[config.mk]
export PLATFORM = sky130hd
export DESIGN_NAME = mode_counter
export DESIGN_NICKNAME = d
export VERILOG_FILES = /design/src/rtl/counter_pkg.sv /design/src/rtl/mode_counter.sv
export SDC_FILE = /design/constraint.sdc
export NUM_CORES = 1
export LEC_CHECK = 0
export CAP_MARGIN = 20
export CORE_ASPECT_RATIO = 0.7
export CORE_MARGIN = 8
export CORE_UTILIZATION = 25
export DETAILED_ROUTE_END_ITERATION = 16
export PLACE_DENSITY = 0.48
export SLEW_MARGIN = 15
export SYNTH_ARGS = -nofsm -noshare
export SYNTH_HDL_FRONTEND = slang
export SYNTH_SLANG_ARGS = --single-unit
[constraint.sdc]
create_clock -name clk -period 3 [get_ports clk]
set_input_delay 0.3 -clock clk [delete_from_list [all_inputs] [get_ports clk]]
set_output_delay 0.3 -clock clk [all_outputs]
set_load 0.02 [all_outputs]
[src/rtl/counter_pkg.sv]
// Shared encodings for the general-purpose mode counter.
package counter_pkg;

   typedef enum logic [1:0] {
      MODE_WRAP    = 2'b00,
      MODE_SAT     = 2'b01,
      MODE_ONESHOT = 2'b10,
      MODE_RSVD    = 2'b11
   } mode_e;

   typedef enum logic {
      ST_IDLE = 1'b0,
      ST_RUN  = 1'b1
   } state_e;

endpackage : counter_pkg

[src/rtl/mode_counter.sv]
// Programmable-modulus up/down counter with wrap, saturate and one-shot modes.
// Priority each cycle: reset > load > start > step.
module mode_counter
   import counter_pkg::*;
#(
   parameter int unsigned WIDTH     = 8,
   parameter int unsigned MAX_VALUE = (2 ** WIDTH) - 1
) (
   input  logic             clk,
   input  logic             reset,
   input  logic             clk_enable,
   input  logic             load,
   input  logic [WIDTH-1:0] load_value,
   input  logic             dir,
   input  logic [1:0]       mode,
   input  logic             start,
   output logic [WIDTH-1:0] q,
   output logic             at_term,
   output logic             wrap,
   output logic             busy,
   output logic             done
);

   if (WIDTH < 1 || MAX_VALUE < 1 ||
       64'(MAX_VALUE) > ((64'(1) << WIDTH) - 64'(1))) begin : g_bad_param
      $error("mode_counter: MAX_VALUE must lie in 1 .. 2**WIDTH-1");
   end

   localparam logic [WIDTH-1:0] MAX_Q = WIDTH'(MAX_VALUE);

   logic [WIDTH-1:0] count_q;
   state_e           state_q;
   logic             wrap_q;
   logic             busy_q;
   logic             done_q;

   logic [WIDTH-1:0] term_val;
   logic [WIDTH-1:0] origin_val;
   logic [WIDTH-1:0] step_val;
   logic [WIDTH-1:0] load_sat;
   logic             term_hit;
   mode_e            mode_sel;

   // Terminal/origin follow the current direction; steps only happen off-terminal, so no overflow.
   always_comb begin
      mode_sel   = mode_e'(mode);
      term_val   = dir ? MAX_Q : '0;
      origin_val = dir ? '0 : MAX_Q;
      term_hit   = (count_q == term_val);
      step_val   = dir ? (count_q + WIDTH'(1)) : (count_q - WIDTH'(1));
      load_sat   = (load_value > MAX_Q) ? MAX_Q : load_value;
   end

   always_ff @(posedge clk) begin
      if (reset) begin
         count_q <= '0;
         state_q <= ST_IDLE;
         wrap_q  <= 1'b0;
         busy_q  <= 1'b0;
         done_q  <= 1'b0;
      end else begin
         wrap_q <= 1'b0;
         done_q <= 1'b0;

         if (load) begin
            count_q <= load_sat;
         end else if (mode_sel == MODE_ONESHOT) begin
            case (state_q)
               ST_IDLE: begin
                  if (start) begin
                     count_q <= origin_val;
                     state_q <= ST_RUN;
                     busy_q  <= 1'b1;
                  end
               end
               ST_RUN: begin
                  if (clk_enable) begin
                     if (term_hit) begin
                        state_q <= ST_IDLE;
                        busy_q  <= 1'b0;
                        done_q  <= 1'b1;
                     end else begin
                        count_q <= step_val;
                     end
                  end
               end
               default: begin
                  state_q <= ST_IDLE;
                  busy_q  <= 1'b0;
               end
            endcase
         end else if (clk_enable) begin
            // Reserved mode falls through to wrap behaviour.
            if (!term_hit) begin
               count_q <= step_val;
            end else if (mode_sel != MODE_SAT) begin
               count_q <= origin_val;
               wrap_q  <= 1'b1;
            end
         end

         // Leaving one-shot aborts any run silently; q is left alone.
         if (mode_sel != MODE_ONESHOT) begin
            state_q <= ST_IDLE;
            busy_q  <= 1'b0;
         end
      end
   end

   assign q       = count_q;
   assign at_term = term_hit;
   assign wrap    = wrap_q;
   assign busy    = busy_q;
   assign done    = done_q;

endmodule : mode_counter
* Word-level counts from Yosys, hierarchy flattened
Cells that the tools add are included.
Cells by class: add/subtract/negate cells 2, reduce and logical (&&, ||, !) cells 7, eq/ne operators 11, mux-type cells 23, order comparisons 1, bitwise logic cells 5
Operators with widths (count):
- $mux 8 | 12
- $pmux 8 s2 | 1
- $reduce_and 5->1 | 2
- $reduce_or 5->1 | 2
- $add 8x1->8 const B | 1
- $eq 8x8->1 | 1
- $gt 8x8->1 const B | 1
- $mux 1 | 8
- $ne 2x2->1 const B | 4
- $ne 4x4->1 const B | 2
- $sub 8x1->8 const B | 1
- $not 1->1 | 5
- $ne 4x2->1 const B | 1
- $pmux 1 s2 | 2
- $ne 3x3->1 const B | 1
- $reduce_bool 3->1 | 1
- $eq 2x2->1 const B | 1
- $ne 2x1->1 const B | 1
- $reduce_and 2->1 | 1
- $reduce_or 2->1 | 1
Word-level totals: word-level logic and storage cells 54, flip-flop bits (word level) 12, input bits 16, output and inout port bits 12

* Depth between registers and ports, before layout
word-level depth 7, depth in mapped cells 10, mapped depth without buffers 8

* Worst setup path before layout
Ideal clock, no wire load.
path kind input to register, from input dir, to register count_q[0] (netlist: q[0]), slack 0.679 ns, setup time 0.132 ns, buffers on the path 2, data required time 2.868 ns, cell stages on the path 10, arrival 2.190 ns, cells stage by stage buf_6 > inv_1 > ha_1 > and4_1 > o2111a_2 > a21oi_1 > buf_2 > nand2_1 > a221oi_1 > nor3_1
Between the ends: word-level cells in the longest chain between the ends 6, elaborated cells between the ends (all ways) 16, those cells by class eq/ne (3); mux (12); reduce/logical (1)
Ends and longest elaborated chain:
- start: declaration | RTL line mode_counter.sv:14 | input logic dir,
- $mux 8 * | RTL line mode_counter.sv:47 | term_val = dir ? MAX_Q : '0;
- $eq 8x8->1 * | RTL line mode_counter.sv:49 | term_hit = (count_q == term_val);
- named net at_term | RTL line mode_counter.sv:18 | output logic at_term,
- $mux 8 | RTL line mode_counter.sv:94 | if (!term_hit) begin
- $mux 8 | RTL line mode_counter.sv:92 | end else if (clk_enable) begin
- $mux 8 | RTL line mode_counter.sv:67 | end else if (mode_sel == MODE_ONESHOT) begin
- $mux 8 | RTL line mode_counter.sv:65 | if (load) begin
- end signal: assignment | RTL line mode_counter.sv:66 | count_q <= load_sat;
- end signal: assignment | RTL line mode_counter.sv:95 | count_q <= step_val;
- end signal: assignment | RTL line mode_counter.sv:97 | count_q <= origin_val;
- end: declaration | RTL line mode_counter.sv:31 | logic [WIDTH-1:0] count_q;
Mark *: on every way through the listed nets, which the timed path passes. The rest lies on a longest branch. The select of a mux whose other input is x is not followed. A chain may end at the register's enable or synchronous reset.

* Worst setup path in the final report
from input dir, to output at_term
Between the ends: word-level cells in the longest chain between the ends 2
Ends and longest elaborated chain (RTL line):
- $mux 8 | mode_counter.sv:47
- $eq 8x8->1 | mode_counter.sv:49
- end: declaration | mode_counter.sv:18
Every way passes these cells.

==> flow_summary.ini <==
[setup_path]
critical_path_arrival_ns = 2.48
rrSetupSlack_ns = 0.86
r2r-end = q[7]
path_cells = clkdlybuf4s50_1 > inv_1 > ha_1 > and4_1 > o2111a_2 > clkdlybuf4s50_1
crit_type = in -> out
worst-path-stages = 6
critPathMaxStageDelay_ns = 0.62
cp-end-kind = output pin
r2r-start = q[4]
path_max_fanout = 6
crit_slowest_cell = clkdlybuf4s50_1
cpMostUsedCell = clkdlybuf4s50_1
crit_buf_inv = 3
crit_path_start_kind = primary input
crit_end = at_term
critical_path.top_delay_family = buffers and inverters
worstPathRequired_ns = 2.70
r2r_cells = 7
cp-startpoint = dir

[yosys]
synth_enable_flop_cells = 0
synth_seq_area_share_pct = 26.3
synth_top_area_cell = dfxtp_1
netlist_top_cells_area = dfxtp_1, ha_1, a21oi_1
synthXorXnorAreaFrac_pct = 4.79
synth_top_area_share_pct = 26.3
synthMuxAreaShare_pct = 3.28
syn-num-nets = 133
synth_adder_area_share_pct = 10.4
synth_cell_types = 41
synth_async_sr_flop_share_pct = 0
ys_warn_count = 0
avgSynthCellArea_um2 = 8.31
ys_seq_elements = 12
syn_inst = 110
synth_flop_cell = dfxtp_1
syn_area_um2 = 915
synth_compound_area_share_pct = 33.4
synth_top_family_by_area = compound AO/OA/AOI/OAI gates
synth-simple-area-share_pct = 18.1

[place]
portBuffers = 27
dp_hpwl_um = 2320
gp_congestion = 0.844
post_dp_cell_area_um2 = 1250
post-place-cells = 187

[global_routing]
grt_pass1_wl_um = 4690
antenna_found_initial = 0
grt_start_max_net_pins = 14
grt_pass1_vias = 980
grtUsageTotal_pct = 10.3
overflow = 0

[clocking]
cts.repair.resized = 0
htreeDepth = 1
clk_latency_ns = 0.24
path_clk_slew_ns = 0.05
clockRootBuffer = clkbuf_8
cts_tree = built
postCtsSetupRepairBufs = 0
cts.path.max_buffers = 2
hold_buffers = 0
numCtsBuffers = 3
clock_sinks = 12

[pwr]
p_leak_nw = 0.506
peakVddDrop_uv = 175
power_uw = 554
power_density_nw_per_um2 = 423

[final_layout]
utilization_pct = 37.3
final_cell_mix = clkdlybuf4s50_1, a21oi_1, dfxtp_1
regArea_um2 = 240
antenna_cells = 0
drive_gt1_share_pct = 9.22
multi_input_area_um2 = 639
final_cell_area_um2 = 1310
final_common_cell = clkdlybuf4s50_1
area_growth_pct = 43.1
nNetsFinal = 165
finalNonFillerCells = 191
n_fill_cell = 366

[floorplanning]
die-width_um = 88.3
initial_core_util_pct = 26.0
die_height_um = 66.6
die_area_um2 = 5880
rows = 18
fp.coreArea_um2 = 3510
io_pins = 28

[sta]
worst_pin_slew_ns = 0.511
rsz0062_at_grt = false
drv_slew = 0
finalSetupViolations = 0
max_freq_ghz = 0.360
min_period_over_period_pct = 92.7
hold_violations = 0
fin_skew_ns = 0.00246
post-route-min-period_ns = 2.78
fin_setup_tns_ns = 0
slew_headroom_pct = 65.9

[run_status]
status = complete, no violations

[detailed_routing]
vias = 990
ant_nets = 0
viasPerCell = 5.18
firstDrtPassIters = 4
drc_errors = 0
post_drt_wl_per_cell_um = 15.0
wirelength_um = 2860
drtIter0Drc = 58

[flow_run]
max_cap_viol_count = 0

[hold_path]
hold_class = reg -> reg
cell usage after synthesis, types with 2 or more instances:
master,count
clkbuf_1,2
nor3_1,5
o21ai_0,7
nand3_1,2
o22ai_1,2
dfxtp_1,12
xnor2_1,4
a21oi_1,12
inv_1,2
nor2_1,6
mux2i_1,3
nor2b_1,2
and3_1,2
ha_1,6
o21bai_1,2
a21o_1,3
a211oi_1,7
nand2_1,7
a31oi_1,2
metal layers:
metal	track usage (%)	share of wire [%]	vias to the layer above
met5	0	0	-
met4	2.94	0.66	0
met3	5.04	8.3	4
met2	14.6	43	28
met1	13.3	48	475
li1	-	-	483
where the power goes:
group / switching (mW) / internal (mW) / total, mW
combinational: 0.101 / 0.0946 / 0.196
clock: 0.0595 / 0.116 / 0.175
sequential: 0.0127 / 0.170 / 0.183
total: 0.173 / 0.381 / 0.554
stage by stage:
step | setup slack (ns) | hold slack (ns)
after global routing | 0.142 | 0.603
after detailed placement | 0.231 | 0.537
after CTS | 0.221 | 0.549
final | 0.220 | 0.551
after floorplan | 0.679 | 0.380
after global placement | 0.269 | 0.530
sequential cells by signal (all words and copies together), names as in the netlist:
signal and count:
done 1, state_q 1, q 8, busy 1, wrap 1
logic make-up after synthesis:
family,count (synthesis)
AOI/OAI and AO/OA,45
xor gates and xnor gates,5
adders and majority gates,7
buffers and inverters,7
DFF,12
muxes,3
and+or+nand+nor,31
final cells by class:
class / instances / area share (%)
Inverter: 3 / 0.860
Multi-Input combinational cell: 91 / 48.9
Sequential cell: 12 / 18.4
Clock buffer: 4 / 4.21
Timing Repair Buffer: 31 / 22.9
Tap cell: 50 / 4.78
tightest hold or removal path, cell delays in order (launching register included):
cell and delay, ns:
dfxtp_1 0.33, a21oi_1 0.13, nor3_1 0.05
worst min-delay path by stage:
| stage | from | to | depth (start not counted) |
|---|---|---|---|
| 2_1_floorplan | reset | q[4] | 1 |
| 3_3_place_gp | busy | busy | 2 |
| 3_5_place_dp | busy | busy | 2 |
| 4_1_cts | busy | busy | 2 |
| 5_1_grt | state_q | done | 1 |
| 6_report | busy | busy | 2 |
(Power assumes the default switching activity.)
